$ cat config.mk
export PLATFORM = sky130hd
export DESIGN_NAME = divider_seq_ctrl_flat
export DESIGN_NICKNAME = d
export VERILOG_FILES = /design/src/rtl/divider_seq_ctrl_if.sv /design/src/rtl/divider_seq_ctrl.sv /design/src/flat_wrapper.sv
export SDC_FILE = /design/constraint.sdc
export NUM_CORES = 1
export LEC_CHECK = 0
export ABC_AREA = 0
export CORE_MARGIN = 1.5
export CORE_UTILIZATION = 27
export CTS_CLUSTER_SIZE = 20
export DETAILED_ROUTE_END_ITERATION = 6
export PLACE_DENSITY_LB_ADDON = 0.25
export RECOVER_POWER = 25
export SLEW_MARGIN = 20
export SYNTH_ARGS = -nofsm -noshare
export SYNTH_HDL_FRONTEND = slang
export SYNTH_SLANG_ARGS = --single-unit
$ cat constraint.sdc
create_clock -name CLK_1ms -period 4.45 [get_ports CLK_1ms]
set_input_delay 1.335 -clock CLK_1ms [delete_from_list [all_inputs] [get_ports CLK_1ms]]
set_output_delay 1.335 -clock CLK_1ms [all_outputs]
set_load 0.02 [all_outputs]
$ cat src/rtl/divider_seq_ctrl_if.sv
`default_nettype none
// +--------------------------------------------------------------------+
// | divider_seq_ctrl_if : request/result bundle for the sequenced divider |
// | Revision: 1.0                                                        |
// +--------------------------------------------------------------------+
interface divider_seq_ctrl_if #(
   parameter int DW = 8
);
   logic            START;
   logic [2*DW-1:0] DIVIDEND;
   logic [DW-1:0]   DIVISOR;
   logic            BUSY;
   logic            DONE;
   logic [DW-1:0]   QUOTIENT;
   logic [DW-1:0]   REMAINDER;
   logic            DZ;
   logic            DO;

   modport master (
      output START, DIVIDEND, DIVISOR,
      input  BUSY, DONE, QUOTIENT, REMAINDER, DZ, DO
   );

   modport slave (
      input  START, DIVIDEND, DIVISOR,
      output BUSY, DONE, QUOTIENT, REMAINDER, DZ, DO
   );
endinterface
`default_nettype wire

$ cat src/rtl/divider_seq_ctrl.sv
`default_nettype none
// +--------------------------------------------------------------------+
// | divider_seq_ctrl : 2*DW-by-DW restoring divider, screened and sequenced |
// | Revision: 1.0                                                        |
// +--------------------------------------------------------------------+
module divider_seq_ctrl #(
   parameter int DW = 8
) (
   input  logic               CLK_1ms,
   input  logic               RST,
   divider_seq_ctrl_if.slave  bus
);
   localparam int            CW   = (DW > 1) ? $clog2(DW) : 1;
   localparam logic [CW-1:0] LAST = CW'(DW - 1);

   typedef enum logic [1:0] {
      IDLE  = 2'd0,
      CHECK = 2'd1,
      ITER  = 2'd2,
      FIN   = 2'd3
   } state_t;

   state_t          state;
   logic [2*DW-1:0] dvd;
   logic [DW-1:0]   dvs;
   logic [DW-1:0]   rem;
   logic [DW-1:0]   quo;
   logic [CW-1:0]   cnt;

   logic [DW:0]     trial;
   logic            qbit;
   logic [DW-1:0]   rem_next;

   // The held remainder is always below the divisor, so its top bit is implicitly zero;
   // only the trial value needs the extra bit.
   always_comb begin
      trial    = {rem, dvd[DW-1]};
      qbit     = (trial >= {1'b0, dvs});
      rem_next = qbit ? DW'(trial - {1'b0, dvs}) : trial[DW-1:0];
   end

   always_ff @(posedge CLK_1ms) begin
      if (RST) begin
         state         <= IDLE;
         dvd           <= '0;
         dvs           <= '0;
         rem           <= '0;
         quo           <= '0;
         cnt           <= '0;
         bus.BUSY      <= 1'b0;
         bus.DONE      <= 1'b0;
         bus.QUOTIENT  <= '0;
         bus.REMAINDER <= '0;
         bus.DZ        <= 1'b0;
         bus.DO        <= 1'b0;
      end else begin
         case (state)
            IDLE: begin
               bus.DONE <= 1'b0;
               bus.BUSY <= 1'b0;
               if (bus.START) begin
                  dvd      <= bus.DIVIDEND;
                  dvs      <= bus.DIVISOR;
                  bus.DZ   <= 1'b0;
                  bus.DO   <= 1'b0;
                  bus.BUSY <= 1'b1;
                  state    <= CHECK;
               end
            end
            CHECK: begin
               if (dvs == '0) begin
                  bus.DZ        <= 1'b1;
                  bus.DO        <= 1'b0;
                  bus.QUOTIENT  <= '1;
                  bus.REMAINDER <= '0;
                  bus.DONE      <= 1'b1;
                  state         <= FIN;
               end else if (dvd[2*DW-1:DW] >= dvs) begin
                  bus.DZ        <= 1'b0;
                  bus.DO        <= 1'b1;
                  bus.QUOTIENT  <= '1;
                  bus.REMAINDER <= '0;
                  bus.DONE      <= 1'b1;
                  state         <= FIN;
               end else begin
                  rem   <= dvd[2*DW-1:DW];
                  quo   <= '0;
                  cnt   <= '0;
                  state <= ITER;
               end
            end
            ITER: begin
               rem          <= rem_next;
               quo          <= {quo[DW-2:0], qbit};
               dvd[DW-1:0]  <= {dvd[DW-2:0], 1'b0};
               cnt          <= cnt + 1'b1;
               if (cnt == LAST) begin
                  bus.QUOTIENT  <= {quo[DW-2:0], qbit};
                  bus.REMAINDER <= rem_next;
                  bus.DONE      <= 1'b1;
                  state         <= FIN;
               end
            end
            FIN: begin
               bus.DONE <= 1'b0;
               bus.BUSY <= 1'b0;
               state    <= IDLE;
            end
            default: state <= IDLE;
         endcase
      end
   end
endmodule
`default_nettype wire

$ cat src/flat_wrapper.sv
// flat-port wrapper written by rule: the top's interface ports become plain ports
module divider_seq_ctrl_flat 
#(
   parameter int DW = 8
)
  (CLK_1ms, RST, bus_START, bus_DIVIDEND, bus_DIVISOR, bus_BUSY, bus_DONE, bus_QUOTIENT, bus_REMAINDER, bus_DZ, bus_DO);
  divider_seq_ctrl_if #(.DW(DW)) bus_i ();
  input  logic CLK_1ms;
  input  logic RST;
  input wire logic [$bits(bus_i.START)-1:0] bus_START;
  input wire logic [$bits(bus_i.DIVIDEND)-1:0] bus_DIVIDEND;
  input wire logic [$bits(bus_i.DIVISOR)-1:0] bus_DIVISOR;
  output wire logic [$bits(bus_i.BUSY)-1:0] bus_BUSY;
  output wire logic [$bits(bus_i.DONE)-1:0] bus_DONE;
  output wire logic [$bits(bus_i.QUOTIENT)-1:0] bus_QUOTIENT;
  output wire logic [$bits(bus_i.REMAINDER)-1:0] bus_REMAINDER;
  output wire logic [$bits(bus_i.DZ)-1:0] bus_DZ;
  output wire logic [$bits(bus_i.DO)-1:0] bus_DO;
  assign bus_i.START = bus_START;
  assign bus_i.DIVIDEND = bus_DIVIDEND;
  assign bus_i.DIVISOR = bus_DIVISOR;
  assign bus_BUSY = bus_i.BUSY;
  assign bus_DONE = bus_i.DONE;
  assign bus_QUOTIENT = bus_i.QUOTIENT;
  assign bus_REMAINDER = bus_i.REMAINDER;
  assign bus_DZ = bus_i.DZ;
  assign bus_DO = bus_i.DO;
  divider_seq_ctrl #(.DW(DW)) u_core (.CLK_1ms(CLK_1ms), .RST(RST), .bus(bus_i));
endmodule
# Word-level counts from Yosys, hierarchy flattened
# Index checks and enable logic that the tools add are counted.
[op_classes]
n_addsub = 2
order_cmp = 2
eq_ne = 9
n_mux = 37
reduce_logical = 14
[ops]
columns = ["op", "count"]
rows = [
  ["$mux 8", 10],
  ["$pmux 8 s2", 4],
  ["$mux 7", 2],
  ["$pmux 7 s2", 1],
  ["$ge 9x8->1", 1],
  ["$mux 1", 9],
  ["$reduce_and 3->1", 3],
  ["$ge 8x8->1", 1],
  ["$logic_not 8->1", 1],
  ["$pmux 2 s4", 1],
  ["$reduce_and 2->1", 4],
  ["$reduce_bool 2->1", 4],
  ["$sub 8x8->8", 1],
  ["$mux 2", 3],
  ["$mux 3", 2],
  ["$ne 2x2->1 const B", 3],
  ["$pmux 1 s2", 3],
  ["$pmux 3 s2", 1],
  ["$eq 2x2->1 const B", 2],
  ["$add 3x1->3 const B", 1],
  ["$eq 3x3->1 const B", 1],
  ["$ne 3x1->1 const B", 1],
  ["$pmux 1 s3", 1],
  ["$eq 2x1->1 const B", 1],
  ["other kinds (3)", 3],
]
[word_totals]
register_bits = 64
elab_cells = 77

# Depth between registers and ports, before layout
[logic_depth]
word_depth = 4
depth_mapped = 10
mapped_depth_nobuf = 9

# Worst setup path after synthesis
# Ideal clock, no wire load.
[synth_path]
kind = "input to register"
start = "input port bus_START"
end = "register u_core.dvd[5]"
setup_ps = 86
t_arrival_ps = 2243
setup_slack_ps = 2122
path_stages = 5
path_buffers = 1
cell_sequence = "nand2_1 o21ai_1 clkbuf_1 nor2_1 a211oi_1"
[synth_between]
elab_chain_len = 2
[synth_lines]
columns = ["item", "line", "rtl"]
rows = [
  ["start, declared", "flat_wrapper.sv:10", "input wire logic [$bits(bus_i.START)-1:0] bus_START;"],
  ["$ne 2x2->1 (no line)", "-", ""],
  ["$reduce_and 2->1 (no line)", "-", ""],
  ["end signal, assigned", "divider_seq_ctrl.sv:62", "dvd <= bus.DIVIDEND;"],
  ["end signal, assigned by index", "divider_seq_ctrl.sv:95", "dvd[DW-1:0] <= {dvd[DW-2:0], 1'b0};"],
  ["end, declared", "divider_seq_ctrl.sv:24", "logic [2*DW-1:0] dvd;"],
]
# Every way passes these cells.
# A chain may end at the register's enable or synchronous reset.

# Worst setup path after layout
[layout_path]
start = "register u_core.dvs[7]"
end = "register u_core.rem[5]"
[layout_between]
elab_chain_len = 3
[layout_lines]
columns = ["item", "line", "rtl"]
rows = [
  ["start, declared", "divider_seq_ctrl.sv:25", "logic [DW-1:0] dvs;"],
  ["start signal, assigned", "divider_seq_ctrl.sv:63", "dvs <= bus.DIVISOR;"],
  ["$ge 9x8->1 (tied with other cells)", "divider_seq_ctrl.sv:38", "qbit = (trial >= {1'b0, dvs});"],
  ["$mux 8 or $ne 2x2->1 (tied branches)", "-", ""],
  ["$pmux 8 s2 or $reduce_and 3->1 (tied branches)", "-", ""],
  ["end signal, assigned", "divider_seq_ctrl.sv:86", "rem <= dvd[2*DW-1:DW];"],
  ["end signal, assigned", "divider_seq_ctrl.sv:93", "rem <= rem_next;"],
  ["end, declared", "divider_seq_ctrl.sv:26", "logic [DW-1:0] rem;"],
]
# Parallel ways exist; a longest one is shown, timed or not.

==> results.toml <==
[status]
status = "complete, but fails checks"
violations = "max-capacitance violations, max-slew violations"

[detailed_routing]
viasPerCell = 5.01
routed-wl-met3_um = 409
drc_errors = 0
dr.pass1.iters = 4
num_vias = 3094
drt-wirelength-per-cell_um = 14.7
wl_met1_um = 4510
routed_wl_um = 9050
top_layer_used = "met4"
drt_first_iter_violations = 130
wl_met2_um = 4070
ant_nets = 0

[worst_hold_path]
min_path_type = "flop to flop"
min_path_cells = 2

[sta]
hold_viol = 0
slew_headroom_pct = -12.0
skew_ps = 6.98
finalMaxSlewViolations = 59
setup_viol = 0
grt_setup_unrepaired = "false"
fin_ws_ps = 1290
fin_crit_ps = 3160
hold-worst-slack_ps = 463
fmax_mhz = 317
finalCritPeriodShare_pct = 71.0
setup-tns-final_ps = 0
worstMarginPinSlew_ps = 1680

[worst_setup_path]
rr_worst_depth = 7
crit_path_max_fanout = 20
path_class = "flop to flop"
startpoint_type = "flop"
cp.arrival_ps = 3380
crit_required_ps = 4670
cp-end-kind = "flop"

[cts]
cts_hold_buf = 0
cts_tree = "done"
cts_num_sinks = 64
cts_resized = 0
cts-root-buf = "clkbuf_16"
clockBufferDepth = 2
clk_pin_slew_ps = 60
cts_buffers = 9
clk_latency_ps = 330
htreeDepth = 3
post_cts_buffers = 0

[final_layout]
nNetsFinal = 491
drive_above_1_share_pct = 5.62
fillers = 1307
diodes = 0
area_growth_pct = 24.3
utilization_pct = 34.2

[place]
io_buffers = 46
gp_congestion = 0.902
hpwlAfterDp_um = 6500
pre_cts_ws_ps = 1070

[die]
start_util_pct = 27.5
io_pins = 47
die_area_um2 = 13500
chipHeight_um = 116
num_rows = 41
die_w_um = 116
core-area_um2 = 12600

[power_and_ir_drop]
power_density_nw_per_um2 = 741
finalPower_mw = 3.18
p_leak_nw = 1.53
vdd_ir_drop_max_mv = 0.249

[synth]
synth_warnings = 0
synth_seq_cells = 64
ys_types = 56
synth_area_um2 = 3460
synth_nets = 461
yosysSeqAreaShare_pct = 37.1
yosys.area.top_type = "dfxtp_1"
synth_top_area_share_pct = 37.1
syn_area_per_cell_um2 = 8.41
synth-async-reset-ratio_pct = 0
synth_edf_count = 0
ys_top_cells_by_area = "dfxtp_1 37%, ha_1 8.0%, a21oi_1 7.0%"
netlist_instances = 411
synthFlopType = "dfxtp_1"

[grt]
overflow = 0
grt_antenna_before_repair = 0
grtUsageTotal_pct = 14.2
first_global_vias = 2959
grt_max_degree = 38
grt_pass1_wl_um = 15100

[run]
cap_violations = 2
-- through the flow --
step	area, um2	cells
after floorplan	3460	411
after global placement	4020	602
after detailed placement	4020	602
after CTS	4310	617
after global routing	4300	617
final	4300	617
-- metal layers --
layer	vias to the layer above	track usage, %
met5	-	0
met2	75	22.4
met1	1457	19.7
met4	0	3.50
met3	7	3.27
li1	1555	-
-- logic make-up after synthesis --
kind of cell | share of synthesized area, %
xor+xnor | 0.760
fa+ha+maj | 8.54
buf+inv | 7.46
compound gates | 27.7
mux | 2.61
simple gates | 15.8
flops | 37.1
-- power by group --
| group | internal [mW] | switching (mW) | total (mW) |
|---|---|---|---|
| Clock | 0.445 | 0.244 | 0.689 |
| Sequential | 0.703 | 0.0887 | 0.791 |
| Combinational | 0.605 | 1.10 | 1.70 |
| Total | 1.75 | 1.43 | 3.18 |
-- placed cells by master, fill, tap and decap left out, types with 2 or more instances in the layout --
cell type / Yosys / layout
nand4_1: 5 / 5
nor2_1: 20 / 20
o21ai_1: 4 / 4
o221ai_1: 4 / 4
o22ai_1: 3 / 3
clkdlybuf4s50_1: 0 / 45
o2111ai_1: 10 / 10
and3b_1: 2 / 2
nor4_1: 2 / 2
buf_4: 1 / 2
clkbuf_16: 0 / 9
nor2b_1: 3 / 3
ha_1: 22 / 22
nor3b_1: 2 / 2
a311oi_2: 2 / 2
a311oi_1: 9 / 9
a211oi_1: 10 / 10
a21oi_1: 48 / 48
o32ai_1: 6 / 6
a211o_1: 3 / 3
and2_1: 5 / 5
a21o_1: 3 / 3
mux2i_1: 9 / 9
nand2b_1: 5 / 5
inv_1: 32 / 32
dfxtp_1: 64 / 64
o31a_1: 2 / 2
o21ai_0: 4 / 4
nand3_1: 21 / 21
xor2_1: 3 / 3
o211ai_1: 4 / 4
o21a_1: 4 / 4
nand2_1: 50 / 50
clkbuf_1: 21 / 3
-- sequential cells by signal, indices dropped and copies added (netlist names) --
register	flops
u_core.bus.DO	1
u_core.cnt	3
u_core.dvd	16
u_core.quo	7
u_core.state	2
u_core.bus.QUOTIENT	8
u_core.bus.BUSY	1
u_core.bus.REMAINDER	8
u_core.bus.DONE	1
u_core.dvs	8
u_core.rem	8
u_core.bus.DZ	1
-- synth_stat cells (3+ instances only) --
cell type	number
dfxtp_1	64
nand2_1	50
a21oi_1	48
inv_1	32
ha_1	22
clkbuf_1	21
nand3_1	21
nor2_1	20
a211oi_1	10
o2111ai_1	10
a311oi_1	9
mux2i_1	9
o32ai_1	6
and2_1	5
nand2b_1	5
nand4_1	5
buf_2	4
o211ai_1	4
o21a_1	4
o21ai_0	4
o21ai_1	4
o221ai_1	4
a211o_1	3
a21o_1	3
nor2b_1	3
o22ai_1	3
xor2_1	3
-- area by class of cell --
class                           count  area (um2)  share of cell area, %
Multi-Input combinational cell    285        1920                   44.6
Sequential cell                    64        1280                   29.8
Timing Repair Buffer               49         474                   11.0
Clock buffer                       12         246                   5.74
Tap cell                          172         215                   5.01
Inverter                           32         120                   2.80
Clock inverter                      3        42.5                  0.990
-- critical path, stage by stage, from the launching register on --
cell	delay, ps
dfxtp_1	350
inv_1	90
ha_1	310
and3_1	230
o211ai_1	110
o2111ai_1	1320
nand2_1	330
a311oi_1	300
-- path summary, 6_finish.rpt --
kind	slack, ps	startpoint	endpoint
worst max-delay path	1290	u_core.dvs[7]$_SDFFE_PP0P_	u_core.rem[5]$_SDFFE_PP0P_
worst min-delay path	460	u_core.quo[6]$_SDFFE_PP0P_	u_core.quo[6]$_SDFFE_PP0P_
worst max register to register	1290	u_core.dvs[7]$_SDFFE_PP0P_	u_core.rem[5]$_SDFFE_PP0P_
worst min register to register	460	u_core.quo[6]$_SDFFE_PP0P_	u_core.quo[6]$_SDFFE_PP0P_
Note: power is estimated with default switching activity, not from simulation.
